--- config.mk ---
export PLATFORM = sky130hd
export DESIGN_NAME = pwm_channel
export DESIGN_NICKNAME = d
export VERILOG_FILES = /design/src/rtl/pwm_channel.sv
export SDC_FILE = /design/constraint.sdc
export NUM_CORES = 1
export LEC_CHECK = 0
export CAP_MARGIN = 20
export CORE_ASPECT_RATIO = 1.1
export CORE_UTILIZATION = 35
export DETAILED_ROUTE_END_ITERATION = 8
export DONT_BUFFER_PORTS = 1
export SETUP_SLACK_MARGIN = 0.4
export SLEW_MARGIN = 20
export SYNTH_ARGS = -nofsm -noshare
export SYNTH_HDL_FRONTEND = slang
export SYNTH_SLANG_ARGS = --single-unit
--- constraint.sdc ---
create_clock -name i_wb_clk -period 5 [get_ports i_wb_clk]
set_clock_uncertainty 0.1 [all_clocks]
set_input_delay 1 -clock i_wb_clk [delete_from_list [all_inputs] [get_ports i_wb_clk]]
set_output_delay 1 -clock i_wb_clk [all_outputs]
set_load 0.02 [all_outputs]
--- src/rtl/pwm_channel.sv ---
// Per-channel PWM / one-shot timer fed from the channel's ctrl, period, divisor and dc words.
// Define PWM_DEADTIME_EN to add the complementary o_pwm_n output with dead-time insertion.
module pwm_channel #(
    parameter int mem_width = 16,
    parameter int dead_cyc  = 2
) (
    input  logic                 i_wb_clk,
    input  logic                 i_wb_rst,
    input  logic [mem_width-1:0] i_ctrl,
    input  logic [mem_width-1:0] i_period,
    input  logic [mem_width-1:0] i_divisor,
    input  logic [mem_width-1:0] i_dc,
    output logic                 o_pwm,
    output logic                 o_irq,
    output logic                 o_busy
`ifdef PWM_DEADTIME_EN
    ,
    output logic                 o_pwm_n
`endif
);

    localparam logic [mem_width-1:0] one = {{(mem_width-1){1'b0}}, 1'b1};

    logic en, one_shot, pol, irq_en;
    assign en       = i_ctrl[0];
    assign one_shot = i_ctrl[1];
    assign pol      = i_ctrl[2];
    assign irq_en   = i_ctrl[3];

    logic unused_ctrl_bits;
    assign unused_ctrl_bits = ^i_ctrl[mem_width-1:4];

    logic [mem_width-1:0] div_cnt, cnt, period_s, dc_s;
    logic [mem_width-1:0] div_cnt_d, cnt_d, period_d, dc_d;
    logic                 en_q, done, pwm_q;
    logic                 done_d, busy_d, irq_d, pwm_d;
    logic                 start, tick;

    assign start = en & ~en_q;

    always_comb begin
        div_cnt_d = div_cnt;
        cnt_d     = cnt;
        period_d  = period_s;
        dc_d      = dc_s;
        done_d    = done;
        busy_d    = o_busy;
        irq_d     = 1'b0;
        pwm_d     = pol;
        tick      = 1'b0;

        if (!en) begin
            div_cnt_d = '0;
            cnt_d     = '0;
            done_d    = 1'b0;
            busy_d    = 1'b0;
        end else if (start) begin
            period_d  = i_period;
            dc_d      = i_dc;
            div_cnt_d = '0;
            cnt_d     = '0;
            done_d    = 1'b0;
            busy_d    = 1'b1;
        end else begin
            // An expired one-shot stops counting until the next start event
            if (!done) begin
                tick      = (i_divisor <= one) || (div_cnt == i_divisor - one);
                div_cnt_d = tick ? '0 : div_cnt + one;
                if (tick && (period_s != '0)) begin
                    if (cnt == period_s - one) begin
                        cnt_d = '0;
                        irq_d = irq_en;
                        if (one_shot) begin
                            done_d = 1'b1;
                            busy_d = 1'b0;
                        end else begin
                            period_d = i_period;
                            dc_d     = i_dc;
                        end
                    end else begin
                        cnt_d = cnt + one;
                    end
                end
            end

            if (period_s == '0)
                pwm_d = pol;
            else if (one_shot)
                pwm_d = ~done ^ pol;
            else
                pwm_d = (cnt < dc_s) ^ pol;
        end
    end

    always_ff @(posedge i_wb_clk) begin
        if (!i_wb_rst) begin
            div_cnt  <= '0;
            cnt      <= '0;
            period_s <= '0;
            dc_s     <= '0;
            en_q     <= 1'b0;
            done     <= 1'b0;
            pwm_q    <= 1'b0;
            o_irq    <= 1'b0;
            o_busy   <= 1'b0;
        end else begin
            div_cnt  <= div_cnt_d;
            cnt      <= cnt_d;
            period_s <= period_d;
            dc_s     <= dc_d;
            en_q     <= en;
            done     <= done_d;
            pwm_q    <= pwm_d;
            o_irq    <= irq_d;
            o_busy   <= busy_d;
        end
    end

`ifdef PWM_DEADTIME_EN
    localparam int dt_w = (dead_cyc > 0) ? $clog2(dead_cyc + 1) : 1;
    localparam logic [dt_w-1:0] dt_load = dt_w'(dead_cyc);
    localparam logic [dt_w-1:0] dt_one  = dt_w'(1);

    logic [dt_w-1:0] dt_cnt;

    // Any change of the raw waveform parks both outputs idle for dead_cyc cycles;
    // going idle is therefore immediate, going active is delayed.
    always_ff @(posedge i_wb_clk) begin
        if (!i_wb_rst) begin
            dt_cnt  <= '0;
            o_pwm   <= 1'b0;
            o_pwm_n <= 1'b0;
        end else if (!en) begin
            dt_cnt  <= '0;
            o_pwm   <= pol;
            o_pwm_n <= pol;
        end else if (pwm_d != pwm_q) begin
            dt_cnt  <= dt_load;
            o_pwm   <= pol;
            o_pwm_n <= pol;
        end else if (dt_cnt > dt_one) begin
            dt_cnt  <= dt_cnt - dt_one;
            o_pwm   <= pol;
            o_pwm_n <= pol;
        end else begin
            dt_cnt  <= '0;
            o_pwm   <= pwm_d;
            o_pwm_n <= (pwm_d == pol) ? ~pol : pol;
        end
    end
`else
    localparam int unused_dead_cyc = dead_cyc;
    assign o_pwm = pwm_q;
`endif

endmodule

==> run_results.csv <==
group,metric,value,unit
floorplan,die_area,13500,um^2
cells_and_area,finalNetCount,649,
sta,rsz0062_at_grt,"no",
sta,worst_slew_pin_slew,0.849,ns
cts,cts_tree,"done",
synthesis,synth_seq_cells,69,
synthesis,synthTopCellsByArea,"dfxtp_1, mux2i_1, nand2_1",
cells_and_area,final_cells,725,
global_route,grt_pass1_vias,3750,
cts,path_clk_slew,0.05,ns
power,swShare,0.233,
cts,cts_resized,0,
drt,vias_per_cell,5.46,
power,power,1.44,mW
synthesis,synth_flop_cell,"dfxtp_1",
worst_setup_path,cp_num_buf_inv,1,
floorplan,die_h,122,um
worst_setup_path,cp_max_fo,7,
global_route,grtUsageTotal,0.160,
floorplan,ios,69,
cells_and_area,antenna_cells,0,
worst_setup_path,cpMostUsedCell,"or4_1",
worst_setup_path,required,5.16,ns
synthesis,yosys.area.top_type,"dfxtp_1",
cells_and_area,finish.instance_area,4990,um^2
worst_setup_path,critPathSlowestCell,"or4_1",
power,max-vdd-ir-drop,209,uV
synthesis,synth_cell_types,57,
global_route,antenna_found_initial,0,
global_route,grt_overflow_total,0,
drt,drc_errors,0,
global_route,grt_pass1_wl,17300,um
synthesis,synth_edf_count,0,
worst_setup_path,cp-end-kind,"flip-flop",
min_path,hold_path_class,"flip-flop to flip-flop",
floorplan,row_count,43,
sta,setup_tns,0,ns
min_path,min_from,"dc_s[6]$_SDFFE_PN0P_",
synthesis,synthArstFlopShare,0,
drt,post_drt_wl_per_cell,14.3,um
cts,cts.path.max_buffers,2,
power,power.internal,1.10,mW
synthesis,syn-cell-area,4560,um^2
synthesis,syn_avg_cell_area,7.90,um^2
floorplan,die_width,111,um
synthesis,ys_warn_count,0,
global_route,grt_start_max_net_pins,69,
cts,cts.sinks,69,
drt,finalWirelength,10400,um
worst_setup_path,start_kind,"primary input",
cts,post_cts_buffers,0,
synthesis,yosys.area.top_type_share,0.303,
worst_setup_path,critical-path-top-delay-family,"simple AND/OR/NAND/NOR gates",
synthesis,seq_area_frac_synth,0.303,
cells_and_area,drive_gt1_frac,0.0511,
placed_design,dpl.cell_count,709,
cts,numCtsBuffers,9,
sta,post-route-period-util,0.851,
cells_and_area,fillers,1284,
cts,root_buffer,"clkbuf_16",
drt,final_antenna_net_count,0,
drt,num_vias,3961,
drt,dr.pass1.iters,4,
synthesis,yosys.cell_count.top_type,"nand2_1",
floorplan,core_area,12600,um^2
outcome,status,"finished clean",
power,comb_power_share,0.108,
sta,final-hold-violation-count,0,
placed_design,port_buffers,0,
worst_setup_path,reg2reg_slack,0.93,ns
power,clkPwrFrac,0.482,
synthesis,synth_commonest_cells,"nand2_1, dfxtp_1, nor2_1",
cells_and_area,areaGrowthSynthToFinish,9.59,%
cts,cts_hold_buf,0,
sta,setup_viol,0,
power,p_leak,1.90,nW
sta,drv_slew,0,
worst_setup_path,timing.critical_path.cells,"inv_1 > ha_1 > or3b_2 > nor3_1 > mux2_2 > o21ai_0 > and2_1 > a31oi_1 > or4_1 > or4_1 > a21oi_1",
sta,max-slew-margin-rel,0.426,
placed_design,place.gp.congestion,0.851,
sta,period_needed,4.26,ns
worst_setup_path,critical_path_class,"primary input to flip-flop",
synthesis,syn-num-nets,663,
cts,clk_latency,0.33,ns
synthesis,synth_cells,577,
placed_design,placed_cell_area,4670,um^2
worst_setup_path,cpPeakStageDelay,0.69,ns
power,switchingPower,0.336,mW
worst_setup_path,rr_startpoint,"period_s[0]$_SDFFE_PN0P_",
sta,clock.fmax,235,MHz
cts,h-tree-depth,3,
power,p_seq_frac,0.410,
run,drv_cap,0,
floorplan,start_util,0.360,
worst_setup_path,crit_start,"i_divisor[1]",
power,power.density,288,nW/um^2
drt,drtIter0Drc,220,
worst_setup_path,worst-endpoint-arrival,4.42,ns
placed_design,hpwlAfterDp,7880,um
-- metrics by stage --
step,worst slack (ns),hold WS (ns),util
3_3_place_gp,0.470,0.349,0.369
4_1_cts,0.737,0.366,0.395
5_1_grt,0.435,0.377,0.395
3_5_place_dp,0.389,0.358,0.369
6_report,0.744,0.361,0.395
2_1_floorplan,0.834,0.338,-
-- cells in the final DEF, fill, tap and decap left out, types with 7 or more instances in the layout --
| master | instances |
|---|---|
| nand4_1 | 14 |
| nand3_1 | 19 |
| inv_1 | 31 |
| o21ai_0 | 17 |
| xnor2_1 | 23 |
| xor2_1 | 28 |
| nor2_1 | 47 |
| a21oi_1 | 23 |
| mux2i_1 | 37 |
| nand2_1 | 86 |
| nor3_1 | 16 |
| nor2b_1 | 7 |
| ha_1 | 20 |
| or4_1 | 12 |
| o31ai_1 | 10 |
| clkbuf_16 | 9 |
| nor4_1 | 10 |
| dfxtp_1 | 69 |
| and3_1 | 11 |
-- cell families after synthesis --
group | synth area share
flip-flops | 0.303
adder cells (fa/ha/maj) | 0.0549
AND/OR/NAND/NOR | 0.291
multiplexers | 0.0838
XOR/XNOR | 0.0981
buffers and inverters | 0.0536
AO/OA/AOI/OAI | 0.116
-- path summary, 6_finish.rpt --
check                                  end  depth (start not counted)
setup / recovery      cnt[15]$_SDFFE_PP0P_                         11
hold / removal        dc_s[6]$_SDFFE_PN0P_                          2
setup reg to reg  period_s[5]$_SDFFE_PN0P_                         12
hold reg to reg       dc_s[6]$_SDFFE_PN0P_                          2
-- power groups by stage --
stage	clock network [mW]	registers (mW)	logic, mW
final	0.694	0.591	0.155
after global routing	0.739	0.593	0.175
after CTS	0.712	0.590	0.157
after detailed placement	0	0.602	0.156
after global placement	0	0.602	0.150
after floorplan	0	0.592	0.144
-- per-layer routing --
layer,track usage,vias to the layer above,wire [um]
li1,-,2019,-
met1,0.200,1838,4820
met2,0.270,92,4950
met3,0.0318,12,433
met4,0.0642,0,176
met5,0,-,0
-- cell type report --
cell class | instances | area, um^2 | area share
clock inverters | 4 | 70.1 | 0.0140
inverters | 31 | 116 | 0.0233
repair buffers | 4 | 30.0 | 0.00602
clock buffers | 12 | 256 | 0.0514
multi-input cells | 448 | 2940 | 0.589
flip-flops and latches | 69 | 1380 | 0.277
well taps | 157 | 196 | 0.0393
-- worst reg2reg max path: cells and delay by family (launching register included) --
kind / cells / cell delay [ns]
flops: 1 / 0.37
mux: 1 / 0.29
fa+ha+maj: 1 / 0.25
simple gates: 6 / 2.09
buf+inv: 3 / 0.74
compound gates: 1 / 0.15
-- registers in the layout (all words and copies together) (netlist names) --
| name | flops |
|---|---|
| cnt | 16 |
| dc_s | 16 |
| div_cnt | 16 |
| done | 1 |
| en_q | 1 |
| o_busy | 1 |
| o_irq | 1 |
| o_pwm | 1 |
| period_s | 16 |
Power figures use the tool's default switching activity.
